--- src/rtl/ch_split4.sv ---
// Downlink 4-channel I/Q splitter: frame-locks an interleaved 18-bit stream, rounds and
// saturates each sample to 16 bits and routes it to one of four per-channel registers.

module ch_split4_scale #(
  parameter int IN_W  = 18,
  parameter int OUT_W = 16,
  parameter int SHIFT = 2
) (
  input  logic [IN_W-1:0]  x,
  output logic [OUT_W-1:0] y
);
  localparam int RND_I = (SHIFT == 0) ? 0 : (1 << ((SHIFT > 0) ? SHIFT - 1 : 0));
  localparam logic signed [IN_W:0] RND    = (IN_W+1)'(RND_I);
  localparam logic signed [IN_W:0] SAT_HI = (IN_W+1)'((1 << (OUT_W-1)) - 1);

  logic signed [IN_W:0] sum, sh;

  // one guard bit so the rounding add can never wrap
  assign sum = $signed({x[IN_W-1], x}) + RND;
  assign sh  = sum >>> SHIFT;

  always_comb begin
    if (sh > SAT_HI)       y = SAT_HI[OUT_W-1:0];
    else if (sh < ~SAT_HI) y = {1'b1, {(OUT_W-1){1'b0}}};
    else                   y = sh[OUT_W-1:0];
  end
endmodule

module ch_split4_lane #(
  parameter int OUT_W = 16
) (
  input  logic             clk,
  input  logic             rst,
  input  logic             we,
  input  logic [OUT_W-1:0] din_i,
  input  logic [OUT_W-1:0] din_q,
  output logic [OUT_W-1:0] dout_i,
  output logic [OUT_W-1:0] dout_q
);
  always_ff @(posedge clk or posedge rst) begin
    if (rst) begin
      dout_i <= '0;
      dout_q <= '0;
    end else if (we) begin
      dout_i <= din_i;
      dout_q <= din_q;
    end
  end
endmodule

module ch_split4 #(
  parameter int IN_W  = 18,
  parameter int OUT_W = 16,
  parameter int SHIFT = 2
) (
  input  logic             clk,
  input  logic             rst,
  input  logic [IN_W-1:0]  data_in_i,
  input  logic [IN_W-1:0]  data_in_q,
  input  logic             valid_in,
  input  logic             sof_in,
  output logic [OUT_W-1:0] data_ch0_i,
  output logic [OUT_W-1:0] data_ch0_q,
  output logic [OUT_W-1:0] data_ch1_i,
  output logic [OUT_W-1:0] data_ch1_q,
  output logic [OUT_W-1:0] data_ch2_i,
  output logic [OUT_W-1:0] data_ch2_q,
  output logic [OUT_W-1:0] data_ch3_i,
  output logic [OUT_W-1:0] data_ch3_q,
  output logic [3:0]       ch_strobe,
  output logic             frame_done,
  output logic             locked,
  output logic             sync_err
);
  localparam int NUM_CH = 4;
  localparam int STAGES = 2;

  typedef enum logic {HUNT, RUN} state_t;
  typedef struct packed {
    logic [IN_W-1:0] i;
    logic [IN_W-1:0] q;
  } iq_in_t;
  typedef struct packed {
    logic [OUT_W-1:0] i;
    logic [OUT_W-1:0] q;
  } iq_out_t;

  state_t        state, state_n;
  logic [1:0]    cnt, cnt_n;
  logic          acc, err;
  logic [1:0]    acc_ch;
  logic [STAGES:1] vld_pipe;
  iq_in_t        s1_smp;
  logic [1:0]    s1_ch, s2_ch;
  iq_out_t       s2_din;
  logic [NUM_CH-1:0][OUT_W-1:0] ch_i, ch_q;

  // framing FSM
  always_ff @(posedge clk or posedge rst) begin
    if (rst) begin
      state <= HUNT;
      cnt   <= '0;
    end else begin
      state <= state_n;
      cnt   <= cnt_n;
    end
  end

  always_comb begin
    state_n = state;
    cnt_n   = cnt;
    if (valid_in) begin
      case (state)
        HUNT: if (sof_in) begin
          state_n = RUN;
          cnt_n   = 2'd1;
        end
        RUN: begin
          if (sof_in)            cnt_n = 2'd1;
          else if (cnt != 2'd0)  cnt_n = cnt + 2'd1;
          else begin
            state_n = HUNT;
            cnt_n   = 2'd0;
          end
        end
        default: state_n = HUNT;
      endcase
    end
  end

  always_comb begin
    acc    = 1'b0;
    acc_ch = 2'd0;
    err    = 1'b0;
    if (valid_in) begin
      case (state)
        HUNT: acc = sof_in;
        RUN: begin
          if (sof_in) begin
            acc = 1'b1;
            err = (cnt != 2'd0);
          end else if (cnt != 2'd0) begin
            acc    = 1'b1;
            acc_ch = cnt;
          end else begin
            err = 1'b1;
          end
        end
        default: ;
      endcase
    end
  end

  assign locked = (state == RUN);

  // stage 1: capture accepted sample and its channel
  always_ff @(posedge clk or posedge rst) begin
    if (rst) begin
      vld_pipe <= '0;
      s1_smp   <= '0;
      s1_ch    <= '0;
      s2_ch    <= '0;
      sync_err <= 1'b0;
    end else begin
      vld_pipe <= {vld_pipe[STAGES-1:1], acc};
      sync_err <= err;
      s2_ch    <= s1_ch;
      if (acc) begin
        s1_smp <= '{i: data_in_i, q: data_in_q};
        s1_ch  <= acc_ch;
      end
    end
  end

  // stage 2: scale and write the selected lane
  ch_split4_scale #(.IN_W(IN_W), .OUT_W(OUT_W), .SHIFT(SHIFT))
    u_scale_i (.x(s1_smp.i), .y(s2_din.i));
  ch_split4_scale #(.IN_W(IN_W), .OUT_W(OUT_W), .SHIFT(SHIFT))
    u_scale_q (.x(s1_smp.q), .y(s2_din.q));

  for (genvar n = 0; n < NUM_CH; n++) begin : g_lane
    ch_split4_lane #(.OUT_W(OUT_W)) u_lane (
      .clk    (clk),
      .rst    (rst),
      .we     (vld_pipe[1] && (s1_ch == 2'(n))),
      .din_i  (s2_din.i),
      .din_q  (s2_din.q),
      .dout_i (ch_i[n]),
      .dout_q (ch_q[n])
    );
  end

  assign ch_strobe  = vld_pipe[2] ? (4'b0001 << s2_ch) : 4'b0000;
  assign frame_done = vld_pipe[2] && (s2_ch == 2'd3);

  assign data_ch0_i = ch_i[0];
  assign data_ch0_q = ch_q[0];
  assign data_ch1_i = ch_i[1];
  assign data_ch1_q = ch_q[1];
  assign data_ch2_i = ch_i[2];
  assign data_ch2_q = ch_q[2];
  assign data_ch3_i = ch_i[3];
  assign data_ch3_q = ch_q[3];
endmodule

--- config.mk ---
export PLATFORM = sky130hd
export DESIGN_NAME = ch_split4
export DESIGN_NICKNAME = d
export VERILOG_FILES = /design/src/rtl/ch_split4.sv
export SDC_FILE = /design/constraint.sdc
export NUM_CORES = 1
export LEC_CHECK = 0
export ABC_AREA = 1
export BUFFER_PORTS_ARGS = -buffer_cell sky130_fd_sc_hd__buf_2
export CORE_MARGIN = 8
export CORE_UTILIZATION = 50
export DETAILED_ROUTE_END_ITERATION = 7
export MAX_ROUTING_LAYER = met4
export PLACE_DENSITY = 0.88
export SKIP_LAST_GASP = 1
export SLEW_MARGIN = 40
export SYNTH_ARGS = -nofsm -noshare
export SYNTH_HDL_FRONTEND = slang
export SYNTH_HIERARCHICAL = 1
export SYNTH_SLANG_ARGS = --single-unit
export TNS_END_PERCENT = 50
--- constraint.sdc ---
create_clock -name clk -period 1.67 [get_ports clk]
set_clock_uncertainty 0.15 [all_clocks]
set_input_delay 0.0835 -clock clk [delete_from_list [all_inputs] [get_ports clk]]
set_output_delay 0.0835 -clock clk [all_outputs]
set_load 0.02 [all_outputs]
==> summary.txt <==
syn nets: 1,006
Worst Setup Start Kind: register
Rows: 46
CP max FO: 8
crit path kind: register to register
Max Freq: 0.524 GHz
Design Area, Final: 11,400 um^2
Die X: 144 um
Pleak: 0.00614 uW
initial antenna violation count: 0
routed vias: 7,519
first-pass GRT wire length: 38,100 um
DRC Markers: 0
fin nets: 1,278
core area: 15,900 um^2
dpl cells: 1,380
via-per-instance ratio: 5.14
largest stage delay on the critical path: 430 ps
Pre-antenna DRT Iters: 5
Synth Cell Area: 8160 um^2
Tcrit/Tclk final: 114%
clock sink count: 172
Root Driver: clkbuf_16
count of pins over their slew limit: 0
CTS buffer count: 17
final setup fails: 144
Worst EP arrival: 2130 ps
vias in the first global route: 7,493
port buffer count: 172
final setup margin: -237 ps
die footprint: 20,700 um^2
status: finished with violations
Hold Vio Cnt, Final: 0
Worst-Skew Late Latency: 430 ps
routability cong.: 0.884
Worst Setup End Kind: register
CTS tree: yes
CTS max path bufs: 2
Max H-tree Level: 4
Critical Path RT: 1890 ps
Die Y-Extent: 144 um
I/O pin count: 175
total global routing overflow: 0
pin count of the biggest net entering global routing: 45
CP Cell Sequence: nand2_1 -> nor2_2 -> nand2_2 -> nor2_4 -> nand2_2 -> nand2_4 -> nand2_8 -> nand2_8 -> nand2_4 -> nand2_2
Ys Warns: 6
Starting Density: 51.2%
slew margin rel.: 63.1%
RSZ-0062 raised after global routing: yes
antenna diode count: 0
layout cells sized above 1: 41.2%
Post-DP Area: 9480 um^2
peak supply drop: 0.806 mV
Avg WL per Cell: 17.4 um
Area Growth Syn to Fin: 40.3%
failing checks: negative setup slack
CTS clk-pin slew, worst paths: 70 ps
CP most frequent cell: nand2_2
HPWL after DPL: 16,200 um
initial DRC count: 529
Total Wirelength: 25,500 um
Cell Count, Final, Fillers Out: 1,462
Period minus WS final: 1910 ps
Worst Tran Pin Value: 553 ps
PD cells: 1730 nW/um^2
slowest CP cell: dfrtp_1
Max Cap Viol: 0
min-delay worst type: input pin to async pin
GRT Total Usage: 24.3%
Final ANT Viol Nets: 0
syn avg cell area: 8.49 um^2
Synth Instances: 961
[per-layer routing]
| layer | wire length, um | global-route usage, % | vias up |
|---|---|---|---|
| met5 | 0 | - | - |
| li1 | - | - | 3469 |
| met3 | 1810 | 4.31 | 67 |
| met4 | 797 | 10.4 | 0 |
| met2 | 12500 | 39.0 | 355 |
| met1 | 10300 | 29.8 | 3628 |
[cell usage in the layout, fill, tap and decap left out, types with 9 or more instances in the layout]
cell type	n
nand3_2	9
nand3_1	39
nand2_1	393
buf_2	172
nand2_2	118
dfrtp_1	168
buf_4	78
inv_1	36
nand2_4	28
nand2_8	23
dlygate4sd3_1	37
nor3_1	10
clkbuf_16	17
nor2_2	11
nor2_1	29
[through the flow]
stage,utilization (%),power (uW),setup TNS [ps],worst slack [ps],hold slack [ps]
after floorplan,-,11200,-3940,-50.8,29.9
after global placement,59.4,13800,-7680,-131,-74.3
after detailed placement,59.4,14100,-13750,-177,-76.5
final,71.8,19900,-21950,-237,33.4
after global routing,71.8,20900,-34990,-286,57.8
after CTS,68.1,18900,-9210,-101,28.0
[area by class of cell]
cell class              instances  area (um^2)
inverters                      40          180
clock inverters                13          180
repair buffers                294         1960
well taps                     216          270
fillers                      1098         4490
clock buffers                  19          453
flip-flops and latches        172         4310
multi-input cells             708         4100
[sequential cells by signal (all words and copies together) (netlist names)]
name / cells
g_lane.u_lane/dout_q: 64
g_lane.u_lane/dout_i: 64
locked: 1
vld_pipe: 2
s2_ch: 2
sync_err: 1
cnt: 2
s1_smp: 34
s1_ch: 2
[power breakdown]
part	total, uW	internal [uW]	switching, uW	leakage [uW]
combinational	8680	3030	5650	0.00365
sequential	6950	5730	1210	0.00218
clock	4240	2470	1760	0.000304
[worst paths after layout]
path / slack (ps) / start / endpoint / depth (start not counted)
max: -240 / s1_smp[29] / g_lane[0].u_lane/dout_i[8] / 10
min: 30 / rst / g_lane[0].u_lane/dout_q[5] / 3
max reg2reg: -240 / s1_smp[29] / g_lane[0].u_lane/dout_i[8] / 10
min reg2reg: 230 / vld_pipe[1] / vld_pipe[2] / 0
max in group asynchronous: 710 / rst / s1_smp[25] / 4
min in group clk: 230 / vld_pipe[1] / vld_pipe[2] / 0
[critical path: cells and delay by family (launching register included)]
| family | cells | cell delay (ps) |
|---|---|---|
| and+or+nand+nor | 10 | 1250 |
| DFF | 1 | 430 |
[repair_timing]
action / 4_1_cts / 5_1_grt
endpoints found under the setup margin: 135 / 167
hold buffers: 37 / 0
endpoints found under the hold margin: 212 / 0
pin swaps: 69 / 102
resized for setup: 80 / 119
buffers inserted: 4 / 7
gates cloned: 2 / 0
Note: power is estimated with default switching activity, not from simulation.
